[config.mk]
export PLATFORM = sky130hd
export DESIGN_NAME = counter_load_ctrl_flat
export DESIGN_NICKNAME = d
export VERILOG_FILES = /design/src/rtl/counter_load_ctrl_if.sv /design/src/rtl/counter_load_ctrl.sv /design/src/flat_wrapper.sv
export SDC_FILE = /design/constraint.sdc
export NUM_CORES = 1
export LEC_CHECK = 0
export CAP_MARGIN = 10
export CORE_ASPECT_RATIO = 0.8
export CORE_MARGIN = 4
export CORE_UTILIZATION = 47
export CTS_BUF_LIST = sky130_fd_sc_hd__clkbuf_4
export CTS_CLUSTER_DIAMETER = 30
export DETAILED_ROUTE_END_ITERATION = 10
export GPL_TIMING_DRIVEN = 0
export PLACE_DENSITY_LB_ADDON = 0.2
export SLEW_MARGIN = 25
export SYNTH_ARGS = -nofsm -noshare
export SYNTH_HDL_FRONTEND = slang
export SYNTH_SLANG_ARGS = --single-unit
[constraint.sdc]
create_clock -name CLK -period 1.9 [get_ports CLK]
set_input_delay 0.19 -clock CLK [delete_from_list [all_inputs] [get_ports CLK]]
set_output_delay 0.19 -clock CLK [all_outputs]
set_load 0.01 [all_outputs]
[src/rtl/counter_load_ctrl_if.sv]
// Bus between the load/run sequencer and a cascaded LS161a counter chain.
// The master drives D/LOAD_n/ENP/ENT; the counter side returns Q and the top-stage RCO.
interface counter_load_ctrl_if #(
    parameter int WIDTH = 8
);
    logic [WIDTH-1:0] cnt_d;
    logic             cnt_load_n;
    logic             cnt_enp;
    logic             cnt_ent;
    logic [WIDTH-1:0] cnt_q;
    logic             cnt_tc;

    modport master (
        output cnt_d,
        output cnt_load_n,
        output cnt_enp,
        output cnt_ent,
        input  cnt_q,
        input  cnt_tc
    );

    modport slave (
        input  cnt_d,
        input  cnt_load_n,
        input  cnt_enp,
        input  cnt_ent,
        output cnt_q,
        output cnt_tc
    );
endinterface

[src/rtl/counter_load_ctrl.sv]
// Start/stop/hold sequencer for an LS161a counter chain: one-shot or auto-reload timing,
// terminal-count pulse, saturating event tally with overrun, and a post-load integrity check.
module counter_load_ctrl #(
    parameter int WIDTH = 8,
    parameter int EVW   = 8
) (
    input  logic                 CLK,
    input  logic                 CLR_n,
    input  logic                 start,
    input  logic                 stop,
    input  logic                 hold,
    input  logic                 periodic,
    input  logic                 preset_we,
    input  logic [WIDTH-1:0]     preset_in,
    input  logic                 ev_clr,
    counter_load_ctrl_if.master  cnt_bus,
    output logic                 busy,
    output logic                 tc_pulse,
    output logic [EVW-1:0]       event_count,
    output logic                 overrun,
    output logic                 load_err
);

    localparam int NIB = WIDTH / 4;

    typedef enum logic [1:0] {
        S_IDLE = 2'd0,
        S_LOAD = 2'd1,
        S_RUN  = 2'd2
    } state_t;

    state_t           state_q, state_d;
    logic [WIDTH-1:0] preset_q, preset_d;
    logic [WIDTH-1:0] exp_q, exp_d;
    logic             first_run_q, first_run_d;
    logic             busy_q, busy_d;
    logic             ent_q, ent_d;
    logic             load_q, load_d;
    logic             tc_pulse_q, tc_pulse_d;
    logic [EVW-1:0]   ev_q, ev_d;
    logic             ovr_q, ovr_d;
    logic             lerr_q, lerr_d;

    logic             tc_ev;
    logic             reload;
    logic [NIB-1:0]   nib_mismatch;

    // Per-stage compare of the loaded value against the snapshot taken in LOAD.
    for (genvar gi = 0; gi < NIB; gi++) begin : g_nib
        assign nib_mismatch[gi] = (cnt_bus.cnt_q[gi*4 +: 4] != exp_q[gi*4 +: 4]);
    end

    always_comb begin
        tc_ev       = (state_q == S_RUN) && !hold && cnt_bus.cnt_tc;
        reload      = tc_ev && periodic && !stop && !start;

        state_d     = state_q;
        preset_d    = preset_q;
        exp_d       = exp_q;
        ev_d        = ev_q;
        ovr_d       = ovr_q;
        lerr_d      = lerr_q;
        tc_pulse_d  = tc_ev;

        if (preset_we) begin
            preset_d = preset_in;
        end

        case (state_q)
            S_IDLE: begin
                if (start && !stop) begin
                    state_d = S_LOAD;
                end
            end
            S_LOAD: begin
                exp_d   = preset_q;
                state_d = stop ? S_IDLE : S_RUN;
            end
            S_RUN: begin
                if (stop) begin
                    state_d = S_IDLE;
                end else if (start) begin
                    state_d = S_LOAD;
                end else if (tc_ev && !periodic) begin
                    state_d = S_IDLE;
                end
            end
            default: begin
                state_d = S_IDLE;
            end
        endcase

        first_run_d = (state_q == S_LOAD) && (state_d == S_RUN);
        busy_d      = (state_d != S_IDLE);
        ent_d       = (state_d == S_RUN);
        load_d      = (state_d == S_LOAD);

        if (ev_clr) begin
            ev_d  = tc_ev ? EVW'(1) : '0;
            ovr_d = 1'b0;
        end else if (tc_ev) begin
            if (&ev_q) begin
                ovr_d = 1'b1;
            end else begin
                ev_d = ev_q + EVW'(1);
            end
        end

        if (first_run_q && (|nib_mismatch)) begin
            lerr_d = 1'b1;
        end
    end

    always_ff @(posedge CLK or negedge CLR_n) begin
        if (!CLR_n) begin
            state_q     <= S_IDLE;
            preset_q    <= '0;
            exp_q       <= '0;
            first_run_q <= 1'b0;
            busy_q      <= 1'b0;
            ent_q       <= 1'b0;
            load_q      <= 1'b0;
            tc_pulse_q  <= 1'b0;
            ev_q        <= '0;
            ovr_q       <= 1'b0;
            lerr_q      <= 1'b0;
        end else begin
            state_q     <= state_d;
            preset_q    <= preset_d;
            exp_q       <= exp_d;
            first_run_q <= first_run_d;
            busy_q      <= busy_d;
            ent_q       <= ent_d;
            load_q      <= load_d;
            tc_pulse_q  <= tc_pulse_d;
            ev_q        <= ev_d;
            ovr_q       <= ovr_d;
            lerr_q      <= lerr_d;
        end
    end

    // In one-shot mode ENP drops during the terminal cycle so the chain parks at all-ones
    // instead of wrapping; RCO depends only on ENT, so this creates no loop.
    assign cnt_bus.cnt_d      = preset_q;
    assign cnt_bus.cnt_ent    = ent_q;
    assign cnt_bus.cnt_enp    = ent_q && !hold && !(cnt_bus.cnt_tc && !periodic);
    assign cnt_bus.cnt_load_n = !(load_q || reload);

    assign busy        = busy_q;
    assign tc_pulse    = tc_pulse_q;
    assign event_count = ev_q;
    assign overrun     = ovr_q;
    assign load_err    = lerr_q;

endmodule

[src/flat_wrapper.sv]
// flat-port wrapper written by rule: the top's interface ports become plain ports
module counter_load_ctrl_flat 
#(
    parameter int WIDTH = 8,
    parameter int EVW   = 8
)
  (CLK, CLR_n, start, stop, hold, periodic, preset_we, preset_in, ev_clr, busy, tc_pulse, event_count, overrun, load_err, cnt_bus_cnt_d, cnt_bus_cnt_load_n, cnt_bus_cnt_enp, cnt_bus_cnt_ent, cnt_bus_cnt_q, cnt_bus_cnt_tc);
  counter_load_ctrl_if #(.WIDTH(WIDTH)) cnt_bus_i ();
  input  logic CLK;
  input  logic CLR_n;
  input  logic start;
  input  logic stop;
  input  logic hold;
  input  logic periodic;
  input  logic preset_we;
  input  logic [WIDTH-1:0] preset_in;
  input  logic ev_clr;
  output logic busy;
  output logic tc_pulse;
  output logic [EVW-1:0] event_count;
  output logic overrun;
  output logic load_err;
  output wire logic [$bits(cnt_bus_i.cnt_d)-1:0] cnt_bus_cnt_d;
  output wire logic [$bits(cnt_bus_i.cnt_load_n)-1:0] cnt_bus_cnt_load_n;
  output wire logic [$bits(cnt_bus_i.cnt_enp)-1:0] cnt_bus_cnt_enp;
  output wire logic [$bits(cnt_bus_i.cnt_ent)-1:0] cnt_bus_cnt_ent;
  input wire logic [$bits(cnt_bus_i.cnt_q)-1:0] cnt_bus_cnt_q;
  input wire logic [$bits(cnt_bus_i.cnt_tc)-1:0] cnt_bus_cnt_tc;
  assign cnt_bus_cnt_d = cnt_bus_i.cnt_d;
  assign cnt_bus_cnt_load_n = cnt_bus_i.cnt_load_n;
  assign cnt_bus_cnt_enp = cnt_bus_i.cnt_enp;
  assign cnt_bus_cnt_ent = cnt_bus_i.cnt_ent;
  assign cnt_bus_i.cnt_q = cnt_bus_cnt_q;
  assign cnt_bus_i.cnt_tc = cnt_bus_cnt_tc;
  counter_load_ctrl #(.WIDTH(WIDTH), .EVW(EVW)) u_core (.CLK(CLK), .CLR_n(CLR_n), .start(start), .stop(stop), .hold(hold), .periodic(periodic), .preset_we(preset_we), .preset_in(preset_in), .ev_clr(ev_clr), .cnt_bus(cnt_bus_i), .busy(busy), .tc_pulse(tc_pulse), .event_count(event_count), .overrun(overrun), .load_err(load_err));
endmodule
==> impl_metrics.ini, run 1 <==
[outcome]
status = finished, final reports clean

[flow_run]
maxCapViolations = 0

[placement]
dp_slack_ns = -0.001124
place.gp.congestion = 0.7667
place.detailed.hpwl_um = 2280
port_buffers = 45

[clock_tree]
clk_pin_slew_ns = 0.10
cts.sinks = 33
cts_made_buffers = 5
clock_latency_ns = 0.33
htreeDepth = 2
cts_root_buf = clkbuf_4
clk_path_buf_depth = 2
cts_tree = built

[critical_path]
worst_ep_required_time_ns = 2.16
path_max_fanout = 8
worst_setup_path_start_kind = flip-flop
cpLargestDelayFamily = simple AND/OR/NAND/NOR gates
crit_arrival_ns = 1.93
criticalPathCategory = flip-flop to flip-flop
cp_num_buf_inv = 2
worstPathCellList = buf_4, and4bb_1, buf_6, o211ai_4, or3_1, a21oi_1
cpPeakStageDelay_ns = 0.42
worstSetupEndpointType = flip-flop
crit_slowest_cell = dfrtp_1

[floorplanning]
fp.dieArea_um2 = 4080
die_y_um = 57.94
rows = 17
chipWidth_um = 70.43
initial_core_util_pct = 51.02
pin_count = 48
core_um2 = 2872

[timing]
hold_viol = 0
period_minus_slack_ns = 1.670
hold-worst-slack_ns = 0.1893
worst_pin_slew_ns = 0.4320
rsz0062_at_grt = false
finalSetupViolations = 0
relSlewSlack_pct = 71.20
worst_slack_ns = 0.2302
fmax_mhz = 598.9
clock_skew_ns = 0.007358
drv_slew = 0
period_share_pct = 87.88

[pwr]
ir_worst_vdd_mv = 0.6348
leakage_nw = 0.8989
power_per_cell_area_nw_per_um2 = 751.3

[finish]
drive_gt1_share_pct = 12.11
antenna_cells = 0
fin_nets = 215
syn2layout_area_growth_pct = 42.78
fillers = 225

[route]
wire_per_inst_um = 13.75
drtPass1Iterations = 4
wl_um = 3135
drcViolationCount = 0
vias = 1156
viasPerCell = 5.070
drtIter0Drc = 80
ant_nets = 0

[yosys]
syn_avg_cell_area_um2 = 10.93
synth_seq_cells = 33
synth_area_um2 = 1465
syn-instance-count = 134
synth_edf_count = 0
netlist.area_leader.share_pct = 56.36
synth_ff_type = dfrtp_1
synthDistinctLibCells = 30
synthArstFlopShare_pct = 100.0
synth_seq_area_share_pct = 56.36
synth_area_leaders = dfrtp_1 (56%), nand2_1 (7.2%), mux2_2 (6.1%)
synth.largest_area_cell = dfrtp_1
yosys_warnings = 0
syn_nets = 160

[grt]
grt_usage_pct = 17.00
grt_max_degree = 32
grt_pass1_vias = 1208
grt_pass1_wl_um = 5471
grt_overflow = 0
antenna_found_initial = 0

[hold_path]
hold_path.class = input pin to async pin
where the power goes:
part	internal, W	switching, W	total (W)
clock network	0.000288	0.000223	0.000511
logic	0.000154	0.000102	0.000256
registers	0.000762	0.0000429	0.000805
cell families (layout without fill, tap and decap cells):
| kind of cell | after synthesis | count (layout) | synth area share, % |
|---|---|---|---|
| DFF | 33 | 33 | 56.36 |
| buffers and inverters | 7 | 63 | 2.306 |
| xor gates and xnor gates | 11 | 11 | 6.576 |
| and+or+nand+nor | 58 | 58 | 19.98 |
| AOI/OAI and AO/OA | 15 | 15 | 7.087 |
| muxes | 9 | 9 | 6.832 |
| adders and majority gates | 1 | 1 | 0.8538 |
layout by cell type, fill, tap and decap left out, drive strengths merged, types with 3 or more instances in the layout:
cell,instances
clkdlybuf4s50,43
dfrtp,33
nand2,28
mux2,8
xnor2,8
clkbuf,8
o21ai,7
buf,6
nor2,5
nand4,4
nand2b,3
and3,3
xor2,3
a21oi,3
o211ai,3
synth_stat cells, types with 3 or more instances:
cell,n
a21oi_1,3
mux2_2,8
o21ai_0,7
nand2b_1,3
nand4_1,4
nor2_1,5
dfrtp_1,33
and3_1,3
nand2_1,28
xnor2_1,8
xor2_1,3
worst register-to-register path: stages (launching register included):
cell,delay (ns)
dfrtp_1,0.42
buf_4,0.16
and4bb_1,0.28
buf_6,0.14
o211ai_4,0.09
or3_1,0.36
a21oi_1,0.14
state kept, by name, indices dropped and copies added (netlist names), 2 cells and up:
register / cells
u_core.state_q: 2
u_core.exp_q: 8
u_core.event_count: 8
u_core.cnt_bus.cnt_d: 8
metrics by stage:
stage | cell area (um^2) | utilization (%) | instances | TNS (ns) | total power (W)
2_1_floorplan | 1465 | - | 134 | 0 | 0.0009292
3_3_place_gp | 1963 | 68.37 | 217 | 0 | 0.001058
3_5_place_dp | 1978 | 68.89 | 218 | -0.001124 | 0.001072
4_1_cts | 2081 | 72.46 | 228 | 0 | 0.001586
5_1_grt | 2092 | 72.85 | 228 | 0 | 0.001657
6_report | 2092 | 72.85 | 228 | 0 | 0.001572
worst paths after layout:
| path | start | endpoint | slack, ns | cells past startpoint |
|---|---|---|---|---|
| worst max-delay path | u_core.state_q[0]$_DFF_PN0_ | u_core.event_count[7]$_DFFE_PN0P_ | 0.23 | 6 |
| worst min-delay path | CLR_n | u_core.exp_q[5]$_DFFE_PN0N_ | 0.19 | 2 |
| worst max register to register | u_core.state_q[0]$_DFF_PN0_ | u_core.event_count[7]$_DFFE_PN0P_ | 0.23 | 6 |
| worst min register to register | u_core.load_err$_DFFE_PN0P_ | u_core.load_err$_DFFE_PN0P_ | 0.47 | 1 |
| max in group asynchronous | CLR_n | u_core.exp_q[3]$_DFFE_PN0N_ | 1.36 | 3 |
| min in group CLK | ev_clr | u_core.event_count[4]$_DFFE_PN0P_ | 0.26 | 2 |
layout make-up:
cell class / count / area, um^2 / share of cell area [%]
timing repair buffer: 48 / 485.5 / 23.21
tap: 38 / 47.55 / 2.273
inverter: 2 / 7.507 / 0.3589
clock buffer: 6 / 45.04 / 2.153
sequential: 33 / 825.8 / 39.47
clock inverter: 2 / 33.78 / 1.615
buffer: 5 / 26.28 / 1.256
multi-input combinational: 94 / 620.6 / 29.67
what timing repair did:
action / 4_1_cts / 5_1_grt
resized for setup: 1 / 2
setup endpoints to repair: 1 / 1
hold buffers: 1 / 0
buffers inserted: 1 / 0
endpoints found under the hold margin: 33 / 0
routing by layer:
| layer | vias up | share of wire, % | GRT usage [%] |
|---|---|---|---|
| met5 | - | 0 | 0 |
| met4 | 0 | 0.67 | 4.918 |
| met3 | 4 | 7.9 | 7.106 |
| met2 | 39 | 47 | 26.00 |
| met1 | 545 | 45 | 22.28 |
| li1 | 568 | - | - |
Power figures use the tool's default switching activity.
==> run 2: changes to the inputs <==
--- a/config.mk
+++ b/config.mk
@@ -14,6 +14,7 @@
 export DETAILED_ROUTE_END_ITERATION = 10
 export GPL_TIMING_DRIVEN = 0
 export PLACE_DENSITY_LB_ADDON = 0.2
+export REMOVE_ABC_BUFFERS = 1
 export SLEW_MARGIN = 25
 export SYNTH_ARGS = -nofsm -noshare
 export SYNTH_HDL_FRONTEND = slang
==> run 2 against run 1 <==
Combinational power increased by 3%. Cell count decreased by 1.3%. Register-to-register slack got worse by 0.14 ns. Clock skew increased by 0.0039 ns. Die area unchanged. Sequential power about the same. Cell area decreased by 1.4%. Worst setup slack got worse by 0.14 ns. Largest cell class unchanged.
==> impl_metrics.ini, run 2 (synthesis results as in run 1) <==
[outcome]
status = finished, final reports clean

[placement]
place_inst = 215
place.gp.congestion = 0.7788
place_area_um2 = 1979
port_buffers = 47
dp_slack_ns = -0.004698
place.detailed.hpwl_um = 2589

[clock_tree]
cts_made_buffers = 5
cts_tree = built
htreeDepth = 2
clk_path_buf_depth = 2
cts_root_buf = clkbuf_4
clk_pin_slew_ns = 0.10
clock_latency_ns = 0.34
cts.sinks = 33

[finish]
drive_gt1_share_pct = 12.30
utilization_pct = 71.81
fin_nets = 212
fillers = 222
syn2layout_area_growth_pct = 40.73
antenna_cells = 0
final_cells = 225
stdcell_area_um2 = 2062
multi_input_area_um2 = 611.8
layout_common_cells = clkdlybuf4s50_1 (45), dfrtp_1 (33), nand2_1 (28), mux2_2 (8), xnor2_1 (8)
final_common_cell = clkdlybuf4s50_1
regArea_um2 = 825.8

[floorplanning]
rows = 17
chipWidth_um = 70.43
initial_core_util_pct = 51.02
fp.dieArea_um2 = 4080
pin_count = 48
die_y_um = 57.94
core_um2 = 2872

[critical_path]
r2r_cells = 5
criticalPathCategory = flip-flop to flip-flop
cp-startpoint = u_core.state_q[0]$_DFF_PN0_
rr_startpoint = u_core.state_q[0]$_DFF_PN0_
worstSetupEndpointType = flip-flop
worst_ep_required_time_ns = 2.17
worst_setup_path_start_kind = flip-flop
regToRegEndpoint = u_core.event_count[7]$_DFFE_PN0P_
path_max_fanout = 8
ff2ff_setup_slack_ns = 0.09
crit_arrival_ns = 2.08

[grt]
grt_pass1_vias = 1251
antenna_found_initial = 0
grt_pass1_wl_um = 5920
grt_usage_pct = 19.06
grt_max_degree = 24
grt_overflow = 0

[timing]
period_minus_slack_ns = 1.814
drv_slew = 0
finalSetupViolations = 0
clock_skew_ns = 0.01128
fmax_mhz = 551.1
worst_pin_slew_ns = 0.6114
worst_slack_ns = 0.08560
hold_viol = 0
rsz0062_at_grt = false
relSlewSlack_pct = 59.15
period_share_pct = 95.49

[route]
drtPass1Iterations = 4
drtIter0Drc = 114
wire_per_inst_um = 15.39
ant_nets = 0
viasPerCell = 5.284
drcViolationCount = 0
wl_um = 3463
vias = 1189

[pwr]
p_switching_w = 0.0003883
clkPwrFrac_pct = 27.9
p_seq_share_pct = 54.3
power_per_cell_area_nw_per_um2 = 717.7
pwr-share-comb_pct = 17.8
netSwitchingFraction_pct = 26.24
leakage_nw = 0.8820
ir_worst_vdd_mv = 0.5651
p_int_w = 0.001092

[flow_run]
maxCapViolations = 0

[hold_path]
hold_path.class = input pin to async pin
[run 2: power groups by stage]
stage               registers, W  logic [W]  clock network [W]
finish                  0.000804   0.000263           0.000413
global route            0.000813   0.000287           0.000459
CTS                     0.000804   0.000267           0.000427
detailed placement      0.000819   0.000262                  0
global placement        0.000815   0.000245                  0
floorplan               0.000821   0.000101                  0
[run 2: how the worst max path moves through the flow]
stage / to / slack (ns)
2_1_floorplan: u_core.event_count[5]$_DFFE_PN0P_ / 0.42
3_3_place_gp: u_core.event_count[7]$_DFFE_PN0P_ / 0.001
3_5_place_dp: u_core.event_count[7]$_DFFE_PN0P_ / -0.005
4_1_cts: u_core.event_count[7]$_DFFE_PN0P_ / 0.11
5_1_grt: u_core.event_count[5]$_DFFE_PN0P_ / 0.004
6_report: u_core.event_count[7]$_DFFE_PN0P_ / 0.09
[run 2: final cells by class]
class / count / share of cell area [%]
timing repair buffer: 50 / 24.70
sequential: 33 / 40.05
clock inverter: 1 / 0.3641
tap: 38 / 2.306
clock buffer: 7 / 2.549
inverter: 2 / 0.3641
multi-input combinational: 94 / 29.67
[run 2: metal layers]
layer,wire length [um],GRT usage [%],up-vias
li1,-,-,561
met1,1491,23.28,584
met2,1715,30.67,33
met3,177,5.546,11
met4,79,10.38,0
met5,0,0,-
[run 2: metrics by stage]
step                      setup TNS [ns]  power (W)  hold WS, ns
final                                  0   0.001480       0.2615
after global routing                   0   0.001559       0.2787
after detailed placement       -0.004698   0.001081      0.09796
after global placement                 0   0.001060       0.4631
after floorplan                        0  0.0009222      -0.1056
after CTS                              0   0.001498       0.2479
[run 2: repair_timing]
item / in CTS / in global routing
gates resized for setup: 2 / 0
setup endpoints to repair: 1 / 0
endpoints found under the hold margin: 32 / 0
hold buffers: 1 / 0
buffers inserted: 1 / 0
[run 2: critical path, stage by stage (launching register included)]
cell and delay, ns:
dfrtp_1 0.42, buf_4 0.16, and4bb_1 0.49, o211ai_4 0.15
or3_1 0.37, a21oi_1 0.15
==> run 3: changes to the inputs <==
==> constraint.sdc (replaced) <==
create_clock -name CLK -period 1.7 [get_ports CLK]
set_input_delay 0.17 -clock CLK [delete_from_list [all_inputs] [get_ports CLK]]
set_output_delay 0.17 -clock CLK [all_outputs]
set_load 0.01 [all_outputs]
==> run 3 against run 2 <==
Critical path depth unchanged. Non-clock buffer count rose by 1. Die area is the same. Maximum frequency is 8.7% higher. Combinational power increased by 12%. First-iteration DRC count is 14% lower. Total power is 12% higher. Sequential share of layout area decreased by 0.34 points. Sequential power increased by 12%. Largest power group unchanged.
==> impl_metrics.ini, run 3 (synthesis results as in run 1) <==
[outcome]
status = finished, final reports clean

[pwr]
pwr-share-comb_pct = 17.8
clkPwrFrac_pct = 28.1
ir_worst_vdd_mv = 0.6330
p_int_w = 0.001221
leakage_nw = 0.9038
p_switching_w = 0.0004397
p_seq_share_pct = 54.1
power_per_cell_area_nw_per_um2 = 798.5
netSwitchingFraction_pct = 26.48

[floorplanning]
chipWidth_um = 70.43
pin_count = 48
core_um2 = 2872
fp.dieArea_um2 = 4080
initial_core_util_pct = 51.02
die_y_um = 57.94
rows = 17

[finish]
syn2layout_area_growth_pct = 41.93
stdcell_area_um2 = 2079
fillers = 223
antenna_cells = 0
drive_gt1_share_pct = 14.89
final_common_cell = clkdlybuf4s50_1
layout_common_cells = clkdlybuf4s50_1 (44), dfrtp_1 (33), nand2_1 (28), mux2_2 (8), xnor2_1 (8)
utilization_pct = 72.42
fin_nets = 213

[timing]
period_minus_slack_ns = 1.669
period_share_pct = 98.17
finalSetupViolations = 0
drv_slew = 0
hold_viol = 0
fmax_mhz = 599.2
clock_skew_ns = 0.01422
worst_slack_ns = 0.03108
worst_pin_slew_ns = 0.6097
fin_tns_setup_ns = 0
relSlewSlack_pct = 59.27

[route]
wl_um = 3546
wire_per_inst_um = 15.69
vias = 1185
viasPerCell = 5.243
drtIter0Drc = 98
drcViolationCount = 0
drtPass1Iterations = 4
ant_nets = 0

[grt]
grt_max_degree = 24
antenna_found_initial = 0
grt_overflow = 0
grt_pass1_wl_um = 5968
grt_pass1_vias = 1274
grt_usage_pct = 19.13

[clock_tree]
cts_made_buffers = 5
cts_tree = built
htreeDepth = 2
cts.sinks = 33
clock_latency_ns = 0.34
clk_path_buf_depth = 2
clk_pin_slew_ns = 0.11
cts_root_buf = clkbuf_4

[critical_path]
cp-startpoint = u_core.state_q[0]$_DFF_PN0_
crit_slowest_cell = dfrtp_1
worst_setup_path_start_kind = flip-flop
worstPathCellList = buf_4, and4bb_4, o211ai_4, or3_1, a21oi_2
ff2ff_setup_slack_ns = 0.03
crit_arrival_ns = 1.95
rr_startpoint = u_core.state_q[0]$_DFF_PN0_
cpLargestDelayFamily = simple AND/OR/NAND/NOR gates
cp_num_buf_inv = 1
worstSetupEndpointType = flip-flop
worst_ep_required_time_ns = 1.98
path_max_fanout = 6
cpPeakStageDelay_ns = 0.42
r2r_cells = 5
criticalPathCategory = flip-flop to flip-flop
regToRegEndpoint = u_core.event_count[5]$_DFFE_PN0P_

[placement]
place.gp.congestion = 0.7788
port_buffers = 47
place.detailed.hpwl_um = 2589
dp_slack_ns = -0.1847
place_area_um2 = 1979

[flow_run]
maxCapViolations = 0

[hold_path]
hold_path.class = input pin to async pin
run 3: power by group through the flow:
stage | logic [W] | clock network (W) | registers (W)
after floorplan | 0.000113 | 0 | 0.000918
after global placement | 0.000273 | 0 | 0.000911
after detailed placement | 0.000292 | 0 | 0.000916
after CTS | 0.000299 | 0.000477 | 0.000899
after global routing | 0.000322 | 0.000513 | 0.000909
final | 0.000295 | 0.000467 | 0.000898
run 3: routing by layer:
layer / vias to the layer above / part of all wire (%) / track usage (%)
met2: 41 / 50 / 31.47
li1: 563 / - / -
met5: - / 0 / 0
met3: 13 / 6.0 / 5.546
met1: 568 / 41 / 22.84
met4: 0 / 2.6 / 10.38
run 3: how the worst max path moves through the flow:
stage               cells past startpoint  slack, ns                           endpoint
finish                                  5       0.03  u_core.event_count[5]$_DFFE_PN0P_
global placement                        1      -0.18  u_core.event_count[7]$_DFFE_PN0P_
floorplan                               4       0.22  u_core.event_count[5]$_DFFE_PN0P_
CTS                                     3      0.008                 cnt_bus_cnt_load_n
global route                            5      -0.02  u_core.event_count[5]$_DFFE_PN0P_
detailed placement                      5      -0.18  u_core.event_count[7]$_DFFE_PN0P_
run 3: layout make-up:
cell class / count / area (um^2) / area share, %
clock buffers: 7 / 52.55 / 2.527
well taps: 38 / 47.55 / 2.286
inverters: 2 / 7.507 / 0.3610
clock inverters: 1 / 7.507 / 0.3610
flip-flops and latches: 33 / 825.8 / 39.71
repair buffers: 51 / 515.5 / 24.79
multi-input cells: 94 / 623.1 / 29.96
run 3: what timing repair did:
action,CTS,global route
resized for setup,4,6
setup buffers,1,1
hold buffers,1,0
endpoints found under the setup margin,1,6
endpoints found under the hold margin,33,0
pin swaps,0,3
run 3: worst reg2reg max path: stages, from the launching register on:
cell and delay [ns]:
dfrtp_1 0.42, buf_4 0.16, and4bb_4 0.38, o211ai_4 0.12
or3_1 0.39, a21oi_2 0.15
run 3: metrics by stage:
stage | total power [W] | hold WS [ns] | std cells
after floorplan | 0.001031 | -0.1256 | 129
after global placement | 0.001185 | 0.4631 | 214
after detailed placement | 0.001208 | 0.07796 | 215
after CTS | 0.001676 | 0.2279 | 225
after global routing | 0.001744 | 0.2587 | 226
final | 0.001660 | 0.2358 | 226
